<file path="src/rtl/led_btn_ip.sv">
// AXI4-Lite LED/button peripheral: LED and scratch registers, latched button
// capture and a maskable level interrupt on each new press.
module led_btn_ip #(
    parameter int LED_WIDTH            = 4,
    parameter int BTN_WIDTH            = 4,
    parameter int C_S00_AXI_DATA_WIDTH = 32,
    parameter int C_S00_AXI_ADDR_WIDTH = 5
) (
    input  logic                              s00_axi_aclk,
    input  logic                              s00_axi_areset,
    output logic [LED_WIDTH-1:0]              led,
    input  logic [BTN_WIDTH-1:0]              btn,
    output logic                              irq,
    input  logic [C_S00_AXI_ADDR_WIDTH-1:0]   s00_axi_awaddr,
    input  logic [2:0]                        s00_axi_awprot,
    input  logic                              s00_axi_awvalid,
    output logic                              s00_axi_awready,
    input  logic [C_S00_AXI_DATA_WIDTH-1:0]   s00_axi_wdata,
    input  logic [C_S00_AXI_DATA_WIDTH/8-1:0] s00_axi_wstrb,
    input  logic                              s00_axi_wvalid,
    output logic                              s00_axi_wready,
    output logic [1:0]                        s00_axi_bresp,
    output logic                              s00_axi_bvalid,
    input  logic                              s00_axi_bready,
    input  logic [C_S00_AXI_ADDR_WIDTH-1:0]   s00_axi_araddr,
    input  logic [2:0]                        s00_axi_arprot,
    input  logic                              s00_axi_arvalid,
    output logic                              s00_axi_arready,
    output logic [C_S00_AXI_DATA_WIDTH-1:0]   s00_axi_rdata,
    output logic [1:0]                        s00_axi_rresp,
    output logic                              s00_axi_rvalid,
    input  logic                              s00_axi_rready
);
    localparam int NB = C_S00_AXI_DATA_WIDTH / 8;

    logic                 awready_q, wready_q, bvalid_q, arready_q, rvalid_q;
    logic [31:0]          rdata_q, rdata_d;
    logic [2:0]           ar_idx_q;
    logic [31:0]          led_q, led_d, scratch_q, scratch_d;
    logic                 en_q, en_d, clr_q, clr_d, pend_q, pend_d;
    logic [BTN_WIDTH-1:0] btn_prev_q, btn_lat_q, btn_lat_d, rise;
    logic                 wr_accept;
    logic [2:0]           wr_idx;
    logic                 unused_ok;

    // A write is taken only when both channels are valid and no response is outstanding.
    assign wr_accept = s00_axi_awvalid & s00_axi_wvalid & ~awready_q & ~wready_q & ~bvalid_q;
    assign wr_idx    = s00_axi_awaddr[4:2];
    assign rise      = btn & ~btn_prev_q;

    genvar gi;
    generate
        for (gi = 0; gi < NB; gi++) begin : g_lane
            assign led_d[8*gi +: 8] = (wr_accept && wr_idx == 3'd0 && s00_axi_wstrb[gi])
                                      ? s00_axi_wdata[8*gi +: 8] : led_q[8*gi +: 8];
            assign scratch_d[8*gi +: 8] = (wr_accept && wr_idx == 3'd2 && s00_axi_wstrb[gi])
                                      ? s00_axi_wdata[8*gi +: 8] : scratch_q[8*gi +: 8];
        end
    endgenerate

    always_comb begin
        en_d      = en_q;
        clr_d     = clr_q;
        btn_lat_d = btn_lat_q;
        pend_d    = pend_q;
        if (wr_accept && wr_idx == 3'd3 && s00_axi_wstrb[0]) begin
            en_d  = s00_axi_wdata[0];
            clr_d = s00_axi_wdata[1];
        end
        // Clear dominates; otherwise only the first press after a clear is captured.
        if (clr_q) begin
            pend_d = 1'b0;
        end else if ((|rise) && !pend_q) begin
            btn_lat_d = btn;
            if (en_q) begin
                pend_d = 1'b1;
            end
        end
    end

    always_comb begin
        rdata_d = 32'd0;
        case (ar_idx_q)
            3'd0:    rdata_d = led_q;
            3'd1:    rdata_d = {{(32-BTN_WIDTH){1'b0}}, btn_lat_q};
            3'd2:    rdata_d = scratch_q;
            3'd3:    rdata_d = {29'd0, pend_q, clr_q, en_q};
            default: rdata_d = 32'd0;
        endcase
    end

    always_ff @(posedge s00_axi_aclk) begin
        if (s00_axi_areset) begin
            awready_q  <= 1'b0;
            wready_q   <= 1'b0;
            bvalid_q   <= 1'b0;
            arready_q  <= 1'b0;
            rvalid_q   <= 1'b0;
            rdata_q    <= 32'd0;
            ar_idx_q   <= 3'd0;
            led_q      <= 32'd0;
            scratch_q  <= 32'd0;
            en_q       <= 1'b0;
            clr_q      <= 1'b0;
            pend_q     <= 1'b0;
            btn_prev_q <= '0;
            btn_lat_q  <= '0;
        end else begin
            awready_q  <= wr_accept;
            wready_q   <= wr_accept;
            if (awready_q) begin
                bvalid_q <= 1'b1;
            end else if (bvalid_q && s00_axi_bready) begin
                bvalid_q <= 1'b0;
            end
            arready_q  <= s00_axi_arvalid & ~arready_q & ~rvalid_q;
            if (s00_axi_arvalid && !arready_q && !rvalid_q) begin
                ar_idx_q <= s00_axi_araddr[4:2];
            end
            if (arready_q) begin
                rvalid_q <= 1'b1;
                rdata_q  <= rdata_d;
            end else if (rvalid_q && s00_axi_rready) begin
                rvalid_q <= 1'b0;
            end
            led_q      <= led_d;
            scratch_q  <= scratch_d;
            en_q       <= en_d;
            clr_q      <= clr_d;
            pend_q     <= pend_d;
            btn_prev_q <= btn;
            btn_lat_q  <= btn_lat_d;
        end
    end

    assign led             = led_q[LED_WIDTH-1:0];
    assign irq             = pend_q & en_q;
    assign s00_axi_awready = awready_q;
    assign s00_axi_wready  = wready_q;
    assign s00_axi_bvalid  = bvalid_q;
    assign s00_axi_bresp   = 2'b00;
    assign s00_axi_arready = arready_q;
    assign s00_axi_rvalid  = rvalid_q;
    assign s00_axi_rdata   = rdata_q;
    assign s00_axi_rresp   = 2'b00;

    // Protection bits and sub-word address bits carry no meaning here.
    assign unused_ok = ^{s00_axi_awprot, s00_axi_arprot, s00_axi_awaddr[1:0], s00_axi_araddr[1:0]};
endmodule

</file>
<file path="config.mk">
export PLATFORM = sky130hd
export DESIGN_NAME = led_btn_ip
export DESIGN_NICKNAME = d
export VERILOG_FILES = /design/src/rtl/led_btn_ip.sv
export SDC_FILE = /design/constraint.sdc
export NUM_CORES = 1
export LEC_CHECK = 0
export CORE_MARGIN = 1
export CORE_UTILIZATION = 40
export DETAILED_ROUTE_END_ITERATION = 10
export DONT_BUFFER_PORTS = 1
export PLACE_DENSITY_LB_ADDON = 0.12
export SYNTH_ARGS = -nofsm -noshare
export SYNTH_HDL_FRONTEND = slang
export SYNTH_SLANG_ARGS = --single-unit
</file>
<file path="constraint.sdc">
create_clock -name s00_axi_aclk -period 2.4 [get_ports s00_axi_aclk]
set_input_delay 0.12 -clock s00_axi_aclk [delete_from_list [all_inputs] [get_ports s00_axi_aclk]]
set_output_delay 0.12 -clock s00_axi_aclk [all_outputs]
set_load 0.01 [all_outputs]
</file>
## Word-level counts from Yosys, hierarchy flattened

Cells that the tools add are included.

| cells by class | value |
|---|---|
| reductions and logical operators | 28 |
| mux-type cells | 5 |
| bitwise logic cells | 14 |
| equality and inequality tests | 5 |

Operators with widths:

| cell | number |
|---|---|
| 32-bit one-hot mux with 4 select lines | 1 |
| 1-bit logical AND | 17 |
| 3-bit by 2-bit == test with 1-bit output (second input constant) | 4 |
| 1-bit AND | 7 |
| 3-bit logical NOT | 2 |
| 1-bit inverter | 5 |
| 4-bit AND | 1 |
| 1-bit 2-to-1 mux | 4 |
| 4-bit inverter | 1 |
| 2-bit AND reduction | 2 |
| 2-bit nonzero test | 2 |
| 4-bit OR reduction | 1 |
| 3-bit by 1-bit == test with 1-bit output (second input constant) | 1 |
| 1-bit logical NOT | 3 |
| 2-bit OR reduction | 1 |

| storage, ports and cells | value |
|---|---|
| register bits after elaboration | 114 |
| output and inout bits | 46 |
| bits of input ports | 63 |
| word-level logic and storage cells | 71 |

## Depth between registers and ports, before layout

Gate-level depths: netlist of run 1.

| depth | value |
|---|---|
| word-level depth | 6 |
| depth in mapped cells | 5 |
| gate-level depth less buffers | 3 |

## Worst setup path before layout of run 1

Ideal clock, no wire load.

| timing path | value |
|---|---|
| path kind | flip-flop to flip-flop |
| start point | register ar_idx_q[1] |
| end point | register rdata_q[11] (netlist: s00_axi_rdata[11]) |
| stages on the path, launching flop included | 6 |
| setup slack | 1.093 ns |
| period minus slack after synthesis | 1.307 ns |
| required time | 2.272 ns |
| arrival time | 1.180 ns |
| library setup time | 0.128 ns |
| path buffers | 2 |
| cells stage by stage | dfxtp_1 -> buf_2 -> buf_2 -> mux2_2 -> a21oi_1 -> nor2_1 |

| between the ends | value |
|---|---|
| word-level cells in the longest chain between the ends | 2 |
| elaborated cells on any way between the ends | 5 |
| those cells by class | 3 x eq/ne; 1 x mux; 1 x reduce/logical |

Ends and longest elaborated chain:

| element | RTL line | RTL |
|---|---|---|
| start, declared | 38 | `logic [2:0] ar_idx_q;` |
| start signal, assigned | 118 | `ar_idx_q <= s00_axi_araddr[4:2];` |
| 3-bit by 2-bit == test with 1-bit output, or another cell as far along | 83 | `case (ar_idx_q)` |
| 32-bit one-hot mux with 4 select lines (*) | 83 |  |
| end signal, assigned | 122 | `rdata_q <= rdata_d;` |
| end, declared | 37 | `logic [31:0] rdata_q, rdata_d;` |

Every way passes the cells marked *; elsewhere a longest branch is shown, timed or not.
A chain may end at the register's enable or synchronous reset.

## Worst setup path after layout of run 1

| timing path | value |
|---|---|
| start point | input port s00_axi_awaddr[2] |
| end point | register led_q[8] |

| between the ends | value |
|---|---|
| word-level cells in the longest chain between the ends | 3 |

Ends and longest elaborated chain:

| element | RTL line | RTL |
|---|---|---|
| start, declared | 14 | `input logic [C_S00_AXI_ADDR_WIDTH-1:0] s00_axi_awaddr,` |
| 3-bit logical NOT | 54 | `assign led_d[8*gi +: 8] = (wr_accept && wr_idx == 3'd0 && s00_axi_wstrb[gi])` |
| 1-bit logical AND (2 in a row) | 54 |  |
| end signal, assigned | 126 | `led_q <= led_d;` |
| end, declared | 39 | `logic [31:0] led_q, led_d, scratch_q, scratch_d;` |

Every way passes these cells.

==> summary.md, run 1 <==
| Metric | Value |
|---|---|
| Status | `finished clean` |
| Number of flops mapped to enable cells by yosys | `0` |
| Crit-path slowest cell | `dlygate4sd3_1` |
| WP buf/inv | `2` |
| Core footprint | `12,200 um^2` |
| Largest net degree at the start of global routing | `around 120` |
| Pwr dens | `735 nW/um^2` |
| Period utilization | `81.2%` |
| Worst hold path startpoint | `s00_axi_wstrb[0]` |
| DRC errors left | `0` |
| Worst Setup End Kind | `flip-flop` |
| R2r setup slk | `460 ps` |
| Crit-path max FO | `15` |
| Reg2reg end | `led_q[8]` |
| Synth async-reset ratio | `0%` |
| Main synth FF type | `dfxtp_1` |
| Setup TNS | `0 ps` |
| Site row count | `40` |
| CTS Buffer Depth | `2` |
| Vias per inst | `around 5.4` |
| Top sig layer | `met4` |
| Post-CTS sizing | `0` |
| Slew HR | `61.2%` |
| First-pass GRT wire length | `20,300 um` |
| Vias in the first global route | `3,932` |
| Clock Skews | `8.48 ps` |
| Placement Setup Slack | `850 ps` |
| Initial Util | `41.6%` |
| LEAKAGE | `0.00215 uW` |
| Routed wl met2 | `about 6000 um` |
| Max-slew violations | `0` |
| Reg-to-Reg Start | `s00_axi_wready` |
| Cell mode on critical path | `dlygate4sd3_1` |
| Syn Inst Count | `566` |
| Synth top area share | `44.9%` |
| DRT antenna net count | `0` |
| Setup-failing EPs final | `0` |
| Die area | `13,200 um^2` |
| M1 WL | `5750 um` |
| Synthesized area | `5080 um^2` |
| Tot GR Track Use | `20.1%` |
| Sink Count | `114` |
| Syn avg cell area | `between 8 and 9 um^2` |
| Min-Delay Path Class | `primary input to flip-flop` |
| Port Buffer Count | `0` |
| Antenna violations before repair | `0` |
| Crit-path leading delay family | `buffers and inverters` |
| Max-Cap Viols | `0` |
| Critical path required time | `approximately 2700 ps` |
| H-tree depth | `4` |
| FMAX | `513 MHz` |
| CP arrival | `approximately 2300 ps` |
| Setup ws final | `451 ps` |
| CTS Buf Count | `17` |
| Hold-fix buffers, CTS | `49` |
| Yosys Warn Count | `0` |
| DR WL/cell | `16.5 um` |
| Clock share of power | `49.7%` |
| Worst-margin pin slew | `582 ps` |
| Worst-Skew Late Latency | `420 ps` |
| Fillers | `1,175` |
| Top cells by instance count after synthesis | `dfxtp_1 (114), a21oi_1 (102), nand3_1 (69)` |
| Area growth from synthesis to layout | `20.2%` |
| Die Width | `115 um` |
| Via count | `approximately 4,200` |
| Post-CTS Setup Repair Bufs | `0` |
| Nets | `between 600 and 700` |
| Register area share after synthesis | `44.9%` |
| Switching Power | `1030 uW` |
| Cells on worst reg2reg path | `5` |
| Startpoint type of the worst setup path | `primary input` |
| Top post-synthesis cells by area | `dfxtp_1 (45%), a21oi_1 (10%), mux2_2 (8.4%), nand3_1 (6.8%), nor2b_1 (5.5%)` |
| N_diodes | `0` |
| Layout cells sized above 1 | `14.9%` |
| Leading area contributor after synthesis | `dfxtp_1` |
| Switching Share | `22.9%` |
| WS Path Type | `primary input to flip-flop` |
| Post-DP HPWL | `7530 um` |
| DR pass1 iterations | `5` |
| Unrepaired setup endpoints after global routing | `no` |
| Int Power | `3470 uW` |
| Worst-path clk slew | `50 ps` |
| Initial drt markers | `253` |
| Worst hold stages | `3` |
| CTS tree | `built` |
| Worst vdd ir | `484 uV` |
| Final wirelength | `12,700 um` |
| Root buf cell | `clkbuf_16` |
| Met3 wire length | `900 um` |
| Min cycle time layout | `1950 ps` |
| Die height | `115 um` |
| Most frequent cell after synthesis | `dfxtp_1` |
| Total overflow reported by the global router | `0` |
| Fin. Hold Viols | `0` |
| Library cells used by synthesis | `34` |
| Comb power frac | `6.9%` |
| CP Cell Sequence | `dlygate4sd3_1 > nor4b_4 > nand3_1 > dlygate4sd3_1 > a21oi_1` |
| Largest stage delay, worst path | `around 730 ps` |
| GPL Wtd Cong | `0.718` |
| Ports | `~110` |
| Hold endpoint | `clr_q` |
| Seq cells post-synth | `114` |
| Seq pwr share | `a little over two fifths` |
==> flip-flops by register name, indices dropped and copies added (netlist names), 3 cells and up <==
name	flops
led_q	32
s00_axi_rdata	32
scratch_q	32
btn_lat_q	4
btn_prev_q	4
ar_idx_q	3
==> logic make-up (layout without fill, tap and decap cells) <==
group	Yosys count	in the layout	synth area share (%)
mux	42	42	9.21
simple gates	175	175	21.4
buf+inv	61	90	6.52
flops	114	114	44.9
compound gates	173	173	17.9
other cells	1	4	0.0738
==> per-layer routing <==
metal	track usage (%)	up-vias
met3	7.22	15
met4	7.97	0
met1	25.7	1969
li1	-	2045
met5	0	-
met2	31.0	122
==> how the worst max path moves through the flow <==
stage	startpoint	end	depth (start not counted)
6_report	s00_axi_awaddr[2]	led_q[8]	5
4_1_cts	s00_axi_awaddr[2]	led_q[29]	5
2_1_floorplan	ar_idx_q[1]	s00_axi_rdata[11]	5
5_1_grt	s00_axi_wready	led_q[9]	5
3_3_place_gp	s00_axi_arready	s00_axi_rdata[13]	4
3_5_place_dp	s00_axi_arready	s00_axi_rdata[17]	4
==> area by class of cell <==
cell class	count	area [um^2]	area share (%)
Multi-Input combinational cell	394	2490	40.7
Timing Repair Buffer	55	591	9.66
Inverter	4	15.0	0.246
Clock buffer	26	499	8.17
Tap cell	168	210	3.44
Sequential cell	114	2280	37.4
Clock inverter	5	27.5	0.450
==> metrics by stage <==
stage | total power (uW) | std cells | area, um^2 | hold slack, ps | util (%)
6_report | 4500 | 766 | 6110 | 26.3 | 50.1
5_1_grt | 4660 | 766 | 6110 | 39.1 | 50.1
4_1_cts | 4540 | 766 | 6110 | 14.1 | 50.1
3_5_place_dp | 2190 | 686 | 5080 | 203 | 41.6
3_3_place_gp | 2190 | 686 | 5080 | 200 | 41.6
2_1_floorplan | 2190 | 569 | 5090 | 201 | -
==> power groups by stage <==
| stage | Clock, uW | Combinational [uW] | Sequential [uW] |
|---|---|---|---|
| 4_1_cts | 2280 | 312 | 1950 |
| 3_5_place_dp | 0 | 201 | 1990 |
| 2_1_floorplan | 0 | 217 | 1970 |
| 5_1_grt | 2370 | 337 | 1950 |
| 6_report | 2230 | 311 | 1950 |
| 3_3_place_gp | 0 | 200 | 1990 |
==> worst register-to-register path, delay by kind of cell, from the launching register on <==
family                 cells  cell delay, ps
and+or+nand+nor            2             530
AOI/OAI and AO/OA          1             110
buffers and inverters      2             840
DFF                        1             390
==> cells in the final DEF (no fill, tap or decap), types with 2 or more instances in the layout <==
cell type      synthesis  layout
buf_12                 0       3
buf_4                 12       3
clkinv_2               0       4
clkbuf_1              16       5
conb_1                 1       4
or4b_1                 4       4
and4bb_2               5       5
inv_1                  4       4
dlygate4sd3_1          0      48
o21ai_2                3       3
nor4b_4                4       4
nand4bb_1              5       4
nor2_1                35      35
clkbuf_8               0       4
a21oi_1              102     102
o21ai_1               29      29
mux2_2                38      38
dfxtp_1              114     113
nor2b_1               45      45
mux2i_1                4       4
clkbuf_16              0      17
o21ai_0               34      34
nand3_1               69      69
nor3b_1                2       2
No activity file was read; power rests on OpenSTA's default activity.
==> run 2, diff against run 1 <==
- clock period: 2.4 -> 1.6 ns (I/O delays scaled with it)
==> run 2 against run 1 <==
Net effect: non-clock buffer count is 29 lower; highest routed layer unchanged; global-route usage increased by 0.19 points; the run now ends with hold timing left; sequential power is 49% higher; via count fell by 2.1%; critical path type is now flip-flop to flip-flop; sequential cell count unchanged; hold slack worse by 280 ps; cell count shrank 3.7%; clock power up 79%; core utilization down 1.7 points; die area unchanged.
==> summary.md, run 2 (synthesis results as in run 1) <==
| Metric | Value |
|---|---|
| Status | `finished, violations left` |
| Failing checks | `hold timing` |
| Ports | `109` |
| Worst Setup End Kind | `flip-flop` |
| Post-DP HPWL | `about 7900 um` |
| Worst hold path startpoint | `s00_axi_areset` |
| WS Path Type | `flip-flop to flip-flop` |
| CTS Buffer Depth | `2` |
| Sink Count | `114` |
| Max-slew violations | `0` |
| CTS tree | `built` |
| N_diodes | `0` |
| Reg2reg end | `s00_axi_rdata[3]` |
| Hold slack final | `-255 ps` |
| GPL Wtd Cong | `0.724` |
| Max-Cap Viols | `0` |
| Area growth from synthesis to layout | `16.0%` |
| Worst-Skew Late Latency | `around 420 ps` |
| Reg area | `2280 um^2` |
| Pwr dens | `between 1000 and 1500 nW/um^2` |
| M3 GR Usage | `8.38%` |
| DR pass1 iterations | `5` |
| Fin. Hold Viols | `around 100` |
| Slew HR | `between 60% and 70%` |
| Initial drt markers | `around 290` |
| Worst hold stages | `1` |
| Cells on worst reg2reg path | `4` |
| Period utilization | `94.5%` |
| Most frequent cells in the layout | `dfxtp_1 (113), a21oi_1 (102), nand3_1 (69)` |
| Clock Skews | `11.6 ps` |
| Die height | `115 um` |
| FMAX | `662 MHz` |
| CP arrival | `1820 ps` |
| Unrepaired setup endpoints after global routing | `no` |
| R2r setup slk | `a little under 90 ps` |
| DRT antenna net count | `0` |
| Antenna violations before repair | `0` |
| Setup TNS | `0 ps` |
| Via count | `around 4,100` |
| Min cycle time layout | `1510 ps` |
| CTS Buf Count | `17` |
| DRC errors left | `0` |
| LEAKAGE | `0.00211 uW` |
| Worst-path clk slew | `60 ps` |
| DR WL/cell | `17.2 um` |
| Die Width | `approximately 110 um` |
| Vias per inst | `5.51` |
| Startpoint type of the worst setup path | `flip-flop` |
| Fin area | `5900 um^2` |
| Worst vdd ir | `between 600 and 700 uV` |
| M1 GR Usage | `between 20% and 30%` |
| Layout cells sized above 1 | `18.2%` |
| Port Buffer Count | `0` |
| Die area | `13,200 um^2` |
| Initial Util | `41.6%` |
| Root buf cell | `clkbuf_16` |
| Setup-failing EPs final | `0` |
| Worst-margin pin slew | `558 ps` |
| Placed cells | `692` |
| Area of the multi-input gates | `2500 um^2` |
| Tot GR Track Use | `20.3%` |
| Vias in the first global route | `about 4,000` |
| Reg-to-Reg Start | `s00_axi_arready` |
| Total overflow reported by the global router | `0` |
| Hold endpoint | `s00_axi_wready` |
| Final Instance Count excl. Fillers | `roughly 740` |
| Commonest non-fill, non-tap cell in the layout | `dfxtp_1` |
| Largest net degree at the start of global routing | `116` |
| Hold-fix buffers, CTS | `14` |
| Site row count | `40` |
| Critical path required time | `1910 ps` |
| Crit-path max FO | `11` |
| First-pass GRT wire length | `just over 20,000 um` |
| Area after DPL | `5110 um^2` |
| Min-Delay Path Class | `primary input to flip-flop` |
| Nets | `a little over 600` |
| Core footprint | `approximately 12,000 um^2` |
| H-tree depth | `4` |
| GR Layer Usage met2 | `32.0%` |
| GR peak layer | `met2` |
| Fillers | `approximately 1,200` |
| Final wirelength | `12,700 um` |
## run 2: cell types whose count changed in the layout (fill, tap and decap cells not counted), sizes merged
cell and change:
dlygate4sd3 -34, buf +5, clkbuf -5, bufinv +4, clkinv +2
## run 2: what timing repair did
| action | 4_1_cts | 5_1_grt |
|---|---|---|
| buffers inserted | 0 | 0 |
| endpoints found under the hold margin | 114 | 101 |
| resized for setup | 0 | 6 |
| endpoints found under the setup margin | 0 | 2 |
## run 2: routing by layer
metal / share of wire (%) / up-vias
li1: - / 1979
met4: 1.1 / 0
met5: 0 / -
met2: 47 / 129
met3: 8.7 / 15
met1: 43 / 1940
## run 2: per-stage QoR
stage / util, % / setup slack (ps) / power, uW
floorplan: - / 293 / 3280
global placement: 41.8 / 260 / 3290
detailed placement: 41.8 / 215 / 3300
CTS: 48.1 / 41.1 / 7340
global route: 48.3 / 9.41 / 7500
finish: 48.3 / 88.4 / 7270
## run 2: power by group
part           internal (uW)  total [uW]  switching (uW)  leakage, uW
registers               2880        2910            31.3     0.000922
clock network           2710        4000            1300     0.000312
logic                    150         354             204     0.000875
## run 2: worst max-delay path by stage
stage                    start                 to  slack [ps]  cells after the start
3_5_place_dp     btn_prev_q[1]       btn_lat_q[2]         210                      3
4_1_cts        s00_axi_arready   s00_axi_rdata[3]          40                      4
3_3_place_gp     btn_prev_q[1]       btn_lat_q[3]         260                      3
5_1_grt          btn_prev_q[1]             pend_q           9                      4
6_report       s00_axi_arready   s00_axi_rdata[3]          90                      4
2_1_floorplan      ar_idx_q[1]  s00_axi_rdata[11]         290                      5
## run 2: layout make-up
cell class,count,area share (%)
clock buffers,21,7.97
clock inverters,11,2.67
inverters,4,0.255
multi-input cells,394,42.4
flip-flops and latches,114,38.7
well taps,168,3.56
repair buffers,26,4.39
## run 2: worst max-delay path, cell delays in order, from the launching register on
cell and delay [ps]:
dfxtp_2 410, buf_6 180, nor3b_1 60, dlygate4sd3_1 550, a31o_2 210
